File: src/rtl/sprite_arbiter_if.sv
// sprite_arbiter_if: requester, graphics-side and status signals of the sprite arbiter
interface sprite_arbiter_if #(
    parameter int CANVAS_WIDTH  = 360,
    parameter int CANVAS_HEIGHT = 720,
    parameter int NUM_FRAMES    = 5,
    parameter int MAX_SPRITES   = 64
);
    localparam int XW = $clog2(CANVAS_WIDTH);
    localparam int YW = $clog2(CANVAS_HEIGHT);
    localparam int FW = $clog2(NUM_FRAMES);
    localparam int CW = $clog2(MAX_SPRITES + 1);

    logic          new_frame;
    logic          a_valid;
    logic          a_ready;
    logic [XW-1:0] a_x;
    logic [YW-1:0] a_y;
    logic [FW-1:0] a_frame;
    logic          b_valid;
    logic          b_ready;
    logic [XW-1:0] b_x;
    logic [YW-1:0] b_y;
    logic [FW-1:0] b_frame;
    logic          sprite_valid;
    logic          sprite_ready;
    logic [XW-1:0] sprite_x;
    logic [YW-1:0] sprite_y;
    logic [FW-1:0] sprite_frame_number;
    logic [CW-1:0] sprite_count;
    logic          budget_hit;
    logic          grant_b;
    logic          drop_pulse;

    modport master (
        output new_frame, a_valid, a_x, a_y, a_frame, b_valid, b_x, b_y, b_frame, sprite_ready,
        input  a_ready, b_ready, sprite_valid, sprite_x, sprite_y, sprite_frame_number,
               sprite_count, budget_hit, grant_b, drop_pulse
    );

    modport slave (
        input  new_frame, a_valid, a_x, a_y, a_frame, b_valid, b_x, b_y, b_frame, sprite_ready,
        output a_ready, b_ready, sprite_valid, sprite_x, sprite_y, sprite_frame_number,
               sprite_count, budget_hit, grant_b, drop_pulse
    );
endinterface

File: src/rtl/sprite_arbiter.sv
// sprite_arbiter: round-robin two-requester sprite arbiter with per-frame budget; SPRITE_ARB_CLIP_EN enables off-canvas dropping
module sprite_arbiter #(
    parameter int CANVAS_WIDTH  = 360,
    parameter int CANVAS_HEIGHT = 720,
    parameter int NUM_FRAMES    = 5,
    parameter int MAX_SPRITES   = 64
) (
    input logic             clk_pixel,
    input logic             rst_in_n,
    sprite_arbiter_if.slave bus
);
    localparam int XW = $clog2(CANVAS_WIDTH);
    localparam int YW = $clog2(CANVAS_HEIGHT);
    localparam int FW = $clog2(NUM_FRAMES);
    localparam int CW = $clog2(MAX_SPRITES + 1);
    localparam logic [CW-1:0] C_MAX = CW'(MAX_SPRITES);

    typedef enum logic {ACCEPT = 1'b0, BLOCKED = 1'b1} state_t;

    state_t        r_state;
    state_t        w_state_next;
    logic [1:0]    r_rst_sync;
    logic          w_rst_n;
    logic          r_valid;
    logic [XW-1:0] r_x;
    logic [YW-1:0] r_y;
    logic [FW-1:0] r_f;
    logic [CW-1:0] r_count;
    logic          r_budget;
    logic          r_grant_b;
    logic          w_free;
    logic          w_pick_b;
    logic          w_open;
    logic          w_a_ready;
    logic          w_b_ready;
    logic          w_acc_a;
    logic          w_acc_b;
    logic          w_acc;
    logic [XW-1:0] w_x;
    logic [YW-1:0] w_y;
    logic [FW-1:0] w_f;
    logic          w_clip;
    logic          w_load;
    logic [CW-1:0] w_cnt_next;
    logic          w_hit;

    // Reset synchroniser: assertion acts at once, deassertion is released after two clk_pixel edges
    always_ff @(posedge clk_pixel or negedge rst_in_n)
        if (!rst_in_n) r_rst_sync <= 2'b00;
        else r_rst_sync <= {r_rst_sync[0], 1'b1};

    assign w_rst_n  = r_rst_sync[1];
    assign w_free   = !r_valid || bus.sprite_ready;
    assign w_pick_b = bus.b_valid && (!bus.a_valid || !r_grant_b);
    assign w_acc_a  = bus.a_valid && w_a_ready;
    assign w_acc_b  = bus.b_valid && w_b_ready;
    assign w_acc    = w_acc_a || w_acc_b;
    assign w_x      = w_acc_b ? bus.b_x : bus.a_x;
    assign w_y      = w_acc_b ? bus.b_y : bus.a_y;
    assign w_f      = w_acc_b ? bus.b_frame : bus.a_frame;
    assign w_load   = w_acc && !w_clip;
    // new_frame restarts the count; an accept in the same cycle counts against the new frame
    assign w_cnt_next = (bus.new_frame ? '0 : r_count) + CW'(w_load);
    assign w_hit      = w_load && (w_cnt_next == C_MAX);

`ifdef SPRITE_ARB_CLIP_EN
    localparam logic [XW:0] X_LIM = (XW+1)'(CANVAS_WIDTH);
    localparam logic [YW:0] Y_LIM = (YW+1)'(CANVAS_HEIGHT);
    logic r_drop;
    assign w_clip = w_acc && (({1'b0, w_x} >= X_LIM) || ({1'b0, w_y} >= Y_LIM));
    // One-cycle flag for a sprite consumed but discarded as off-canvas
    always_ff @(posedge clk_pixel or negedge w_rst_n)
        if (!w_rst_n) r_drop <= 1'b0;
        else r_drop <= w_clip;
    assign bus.drop_pulse = r_drop;
`else
    assign w_clip         = 1'b0;
    assign bus.drop_pulse = 1'b0;
`endif

    // State register
    always_ff @(posedge clk_pixel or negedge w_rst_n)
        if (!w_rst_n) r_state <= ACCEPT;
        else r_state <= w_state_next;

    // Next state: reaching the budget blocks, a frame start reopens
    always_comb
        w_state_next = w_hit ? BLOCKED : (bus.new_frame ? ACCEPT : r_state);

    // Readies: exactly one side opened when accepting and the output register is free
    always_comb begin
        w_open    = w_rst_n && (r_state == ACCEPT) && w_free;
        w_a_ready = w_open && !w_pick_b;
        w_b_ready = w_open && w_pick_b;
    end

    // Output register, budget counter and last-grant tracking
    always_ff @(posedge clk_pixel or negedge w_rst_n)
        if (!w_rst_n) begin
            r_valid   <= 1'b0;
            r_x       <= '0;
            r_y       <= '0;
            r_f       <= '0;
            r_count   <= '0;
            r_budget  <= 1'b0;
            r_grant_b <= 1'b1;
        end else begin
            if (w_load) begin
                r_valid <= 1'b1;
                r_x     <= w_x;
                r_y     <= w_y;
                r_f     <= w_f;
            end else if (bus.sprite_ready) r_valid <= 1'b0;
            if (w_acc) r_grant_b <= w_acc_b;
            r_count  <= w_cnt_next;
            r_budget <= w_hit || (!bus.new_frame && r_budget);
        end

    assign bus.a_ready             = w_a_ready;
    assign bus.b_ready             = w_b_ready;
    assign bus.sprite_valid        = r_valid;
    assign bus.sprite_x            = r_x;
    assign bus.sprite_y            = r_y;
    assign bus.sprite_frame_number = r_f;
    assign bus.sprite_count        = r_count;
    assign bus.budget_hit          = r_budget;
    assign bus.grant_b             = r_grant_b;
endmodule
File: src/flat_wrapper.sv
// flat-port wrapper written by rule: the top's interface ports become plain ports
module sprite_arbiter_flat 
#(
    parameter int CANVAS_WIDTH  = 360,
    parameter int CANVAS_HEIGHT = 720,
    parameter int NUM_FRAMES    = 5,
    parameter int MAX_SPRITES   = 64
)
  (clk_pixel, rst_in_n, bus_new_frame, bus_a_valid, bus_a_x, bus_a_y, bus_a_frame, bus_b_valid, bus_b_x, bus_b_y, bus_b_frame, bus_sprite_ready, bus_a_ready, bus_b_ready, bus_sprite_valid, bus_sprite_x, bus_sprite_y, bus_sprite_frame_number, bus_sprite_count, bus_budget_hit, bus_grant_b, bus_drop_pulse);
  sprite_arbiter_if #(.CANVAS_WIDTH(CANVAS_WIDTH), .CANVAS_HEIGHT(CANVAS_HEIGHT), .NUM_FRAMES(NUM_FRAMES), .MAX_SPRITES(MAX_SPRITES)) bus_i ();
  input logic clk_pixel;
  input logic rst_in_n;
  input wire logic [$bits(bus_i.new_frame)-1:0] bus_new_frame;
  input wire logic [$bits(bus_i.a_valid)-1:0] bus_a_valid;
  input wire logic [$bits(bus_i.a_x)-1:0] bus_a_x;
  input wire logic [$bits(bus_i.a_y)-1:0] bus_a_y;
  input wire logic [$bits(bus_i.a_frame)-1:0] bus_a_frame;
  input wire logic [$bits(bus_i.b_valid)-1:0] bus_b_valid;
  input wire logic [$bits(bus_i.b_x)-1:0] bus_b_x;
  input wire logic [$bits(bus_i.b_y)-1:0] bus_b_y;
  input wire logic [$bits(bus_i.b_frame)-1:0] bus_b_frame;
  input wire logic [$bits(bus_i.sprite_ready)-1:0] bus_sprite_ready;
  output wire logic [$bits(bus_i.a_ready)-1:0] bus_a_ready;
  output wire logic [$bits(bus_i.b_ready)-1:0] bus_b_ready;
  output wire logic [$bits(bus_i.sprite_valid)-1:0] bus_sprite_valid;
  output wire logic [$bits(bus_i.sprite_x)-1:0] bus_sprite_x;
  output wire logic [$bits(bus_i.sprite_y)-1:0] bus_sprite_y;
  output wire logic [$bits(bus_i.sprite_frame_number)-1:0] bus_sprite_frame_number;
  output wire logic [$bits(bus_i.sprite_count)-1:0] bus_sprite_count;
  output wire logic [$bits(bus_i.budget_hit)-1:0] bus_budget_hit;
  output wire logic [$bits(bus_i.grant_b)-1:0] bus_grant_b;
  output wire logic [$bits(bus_i.drop_pulse)-1:0] bus_drop_pulse;
  assign bus_i.new_frame = bus_new_frame;
  assign bus_i.a_valid = bus_a_valid;
  assign bus_i.a_x = bus_a_x;
  assign bus_i.a_y = bus_a_y;
  assign bus_i.a_frame = bus_a_frame;
  assign bus_i.b_valid = bus_b_valid;
  assign bus_i.b_x = bus_b_x;
  assign bus_i.b_y = bus_b_y;
  assign bus_i.b_frame = bus_b_frame;
  assign bus_i.sprite_ready = bus_sprite_ready;
  assign bus_a_ready = bus_i.a_ready;
  assign bus_b_ready = bus_i.b_ready;
  assign bus_sprite_valid = bus_i.sprite_valid;
  assign bus_sprite_x = bus_i.sprite_x;
  assign bus_sprite_y = bus_i.sprite_y;
  assign bus_sprite_frame_number = bus_i.sprite_frame_number;
  assign bus_sprite_count = bus_i.sprite_count;
  assign bus_budget_hit = bus_i.budget_hit;
  assign bus_grant_b = bus_i.grant_b;
  assign bus_drop_pulse = bus_i.drop_pulse;
  sprite_arbiter #(.CANVAS_WIDTH(CANVAS_WIDTH), .CANVAS_HEIGHT(CANVAS_HEIGHT), .NUM_FRAMES(NUM_FRAMES), .MAX_SPRITES(MAX_SPRITES)) u_core (.clk_pixel(clk_pixel), .rst_in_n(rst_in_n), .bus(bus_i));
endmodule
File: config.mk
export PLATFORM = sky130hd
export DESIGN_NAME = sprite_arbiter_flat
export DESIGN_NICKNAME = d
export VERILOG_FILES = /design/src/rtl/sprite_arbiter_if.sv /design/src/rtl/sprite_arbiter.sv /design/src/flat_wrapper.sv
export SDC_FILE = /design/constraint.sdc
export NUM_CORES = 1
export LEC_CHECK = 0
export CAP_MARGIN = 20
export CELL_PAD_IN_SITES_DETAIL_PLACEMENT = 1
export CELL_PAD_IN_SITES_GLOBAL_PLACEMENT = 1
export CORE_UTILIZATION = 30
export DETAILED_ROUTE_END_ITERATION = 10
export PLACE_DENSITY = 0.91
export REMOVE_ABC_BUFFERS = 1
export SYNTH_ARGS = -nofsm -noshare
export SYNTH_HDL_FRONTEND = slang
export SYNTH_SLANG_ARGS = --single-unit
File: constraint.sdc
create_clock -name clk_pixel -period 3 [get_ports clk_pixel]
set_input_delay 0.6 -clock clk_pixel [delete_from_list [all_inputs] [get_ports clk_pixel]]
set_output_delay 0.6 -clock clk_pixel [all_outputs]
set_load 0.02 [all_outputs]
==> results.py <==
metrics = {
    "pwr": {
        "leakagePower_uw": 0.00112,
        "ir_worst_vdd_mv": 0.189,
        "p_seq_share_pct": 41.7,
        "p_int_uw": 961,
        "p_per_area_nw_per_um2": 508,
        "comb_power_share_pct": 33.6,
        "sw_frac_of_total_pct": 31.0,
        "power.switching_uw": 432,
        "pwr-share-clk_pct": 24.7,
    },
    "global_routing": {
        "grt_max_degree": 48,
        "grt_first_pass_wirelength_um": 7680,
        "gr-total-overflow": 0,
        "grt_pass1_vias": 1633,
        "antenna_found_initial": 0,
        "track_usage_pct": 15.9,
    },
    "clocking": {
        "cts_root_buf": "clkbuf_8",
        "h-tree-depth": 2,
        "cts_setup_buffers": 0,
        "cts_sinks": 35,
        "cts_resized": 0,
        "cts.clk_slew.worst_paths_ps": 70,
        "cts_buffers": 5,
        "tritoncts": "yes",
        "clkLatencyLatePin_ps": 270,
        "hold_buffers": 0,
        "clockBufferDepth": 2,
    },
    "place": {
        "port_buffers": 83,
        "placed_area_sq_um": 2650,
        "routabilityCongestion": 0.804,
        "dp_hpwl_um": 3450,
    },
    "setup_path": {
        "r2r-end": "u_core.bus.budget_hit",
        "cp.required_ps": 2400,
        "rrSetupSlack_ps": 1000,
        "path_class": "primary input to output port",
        "crit_top_cell": "clkdlybuf4s50_1",
        "cp_top_family": "buffers and inverters",
        "endpoint_kind": "output port",
        "r2r_start": "u_core.r_state",
        "crit_arrival_ps": 2110,
        "cp_max_fo": 3,
        "cp_num_buf_inv": 2,
        "critPathMaxStageDelay_ps": 650,
        "start_kind": "primary input",
        "reg2reg_depth": 8,
        "crit_chain": "clkdlybuf4s50_1 -> a21bo_4 -> nor3_4 -> clkdlybuf4s50_1",
        "cp_slowest_cell": "clkdlybuf4s50_1",
    },
    "yosys": {
        "ys_seq_area_share_pct": 49.8,
        "synth.distinct_cells": 37,
        "synth_common_cells": "dfrtp_1 (34), inv_1 (27), o21ai_0 (14), o221ai_1 (14)",
        "yosysMostFrequentCell": "dfrtp_1",
        "synthFlopType": "dfrtp_1",
        "yosys-top-cells-area": "dfrtp_1 (48%), o221ai_1 (7.0%), o221ai_2 (6.8%), inv_1 (5.8%), o21ai_0 (4.0%)",
        "async_flop_share_pct": 100,
        "synth_top_area_cell": "dfrtp_1",
        "netlist_area_sq_um": 1760,
        "yosysTopAreaCellShare_pct": 48.3,
        "yosys_warnings": 0,
        "synth_edf_count": 0,
        "syn_avg_cell_area_sq_um": 11.0,
        "ys_ff_latch": 35,
        "syn_inst": 160,
    },
    "sta": {
        "timing.fmax_mhz": 368,
        "setup_violations": 0,
        "max_slew_margin_pct": 65.6,
        "tns_ps": 0,
        "tightest_slew_ps": 516,
        "period_share_pct": 90.5,
        "maxSlewViolCount": 0,
        "final.setup_skew_ps": 2.57,
        "hold_viol_final": 0,
        "rsz0062_at_grt": "no",
        "min_period_ps": 2710,
    },
    "worst_hold_path": {
        "min_path_cells": 0,
        "hold_path_class": "register to register",
        "hold_end": "u_core.r_rst_sync[1]",
        "holdCritStartpoint": "u_core.r_rst_sync[0]",
    },
    "routing": {
        "routed_wl_um": 4720,
        "routed-wl-met2_um": 2260,
        "ant_nets": 0,
        "drc_errors": 0,
        "first_iter_violations": 55,
        "drt-pass1-iter-count": 4,
        "dr_total_vias": 1543,
        "wl_met3_um": 429,
        "wl_per_cell_um": 14.9,
        "met1_length_um": 2020,
        "viasPerCell": 4.87,
        "topRoutingLayerUsed": "met4",
    },
    "finish": {
        "drive_gt1_share_pct": 14.7,
        "nets": 296,
        "n_antenna_cell": 0,
        "finalInstanceArea_sq_um": 2740,
        "area_growth_pct": 55.8,
    },
    "status": {
        "status": "completed",
    },
    "floorplanning": {
        "ios": 85,
        "chipHeight_um": 78.6,
        "start_util_pct": 31.6,
        "dieArea_sq_um": 6180,
        "die_width_um": 78.6,
        "coreArea_sq_um": 5570,
        "rows": 27,
    },
    "flow_run": {
        "cap_violations": 0,
    },
}
## sequential cells by signal, indices dropped and copies added (netlist names)
name	count
u_core.bus.budget_hit	1
u_core.bus.grant_b	1
u_core.bus.sprite_count	7
u_core.bus.sprite_frame_number	3
u_core.bus.sprite_valid	1
u_core.bus.sprite_x	9
u_core.bus.sprite_y	10
u_core.r_rst_sync	2
u_core.r_state	1
## worst max path at each step
stage / cells after the start / startpoint / end / slack (ps)
2_1_floorplan: 8 / u_core.r_rst_sync[1] / u_core.bus.budget_hit / -1230
3_3_place_gp: 4 / bus_b_valid / bus_b_ready / 310
3_5_place_dp: 4 / bus_b_valid / bus_b_ready / 270
4_1_cts: 4 / bus_b_valid / bus_b_ready / 270
5_1_grt: 4 / bus_b_valid / bus_b_ready / 240
6_report: 4 / bus_b_valid / bus_b_ready / 290
## cells in the final DEF, fill, tap and decap left out, drive strengths merged
cell type,netlist,routed
o22ai,2,2
dfstp,1,1
nor3b,1,1
o2111ai,1,1
dfrtp,34,34
clkbuf,3,7
xnor2,3,3
nor2,6,6
nor2b,4,4
or2,1,1
o211a,1,1
nand4,1,1
o221ai,22,22
xor2,2,2
a211oi,1,1
o21bai,1,1
a21bo,1,1
nand3b,1,1
conb,2,2
clkdlybuf4s50,0,83
mux2i,1,1
o21ai,22,22
ha,2,2
nand2,1,1
nand2b,3,3
nor4,2,2
nor3,3,3
clkinv,0,1
inv,27,27
nand3,3,3
buf,8,5
## through the flow
stage	setup slack (ps)	power (uW)	utilization, %	instances	hold slack [ps]
floorplan	-1230	802	-	149	304
global placement	310	1050	47.6	309	331
detailed placement	269	1070	47.6	309	342
CTS	272	1410	49.2	317	357
global route	238	1470	49.2	317	366
finish	286	1390	49.2	317	353
## routing by layer
metal | global-route usage [%] | up-vias
li1 | - | 729
met1 | 19.3 | 758
met2 | 27.0 | 54
met3 | 5.35 | 2
met4 | 3.33 | 0
met5 | 0 | -
## power by group through the flow
stage	Clock, uW	Sequential (uW)	Combinational (uW)
finish	345	581	468
global route	377	589	504
CTS	354	582	476
detailed placement	0	591	475
global placement	0	585	463
floorplan	0	677	124
## kinds of logic (layout without fill, tap and decap cells)
| group | Yosys count | in the layout | synth area share, % |
|---|---|---|---|
| adder cells (fa/ha/maj) | 2 | 2 | 1.42 |
| AO/OA/AOI/OAI | 51 | 51 | 25.6 |
| other | 2 | 2 | 0.427 |
| multiplexers | 1 | 1 | 0.569 |
| flip-flops | 35 | 35 | 49.8 |
| buffers and inverters | 38 | 123 | 9.95 |
| AND/OR/NAND/NOR | 26 | 26 | 9.74 |
| XOR/XNOR | 5 | 5 | 2.49 |
## cell type report
cell class              instances  area (sq um)
inverters                      27           101
clock inverters                 1          5.00
flip-flops and latches         35           877
multi-input cells              87           714
fillers                       627          2830
clock buffers                   7          86.3
well taps                      72          90.1
repair buffers                 88           868
No activity file was read; power rests on OpenSTA's default activity.
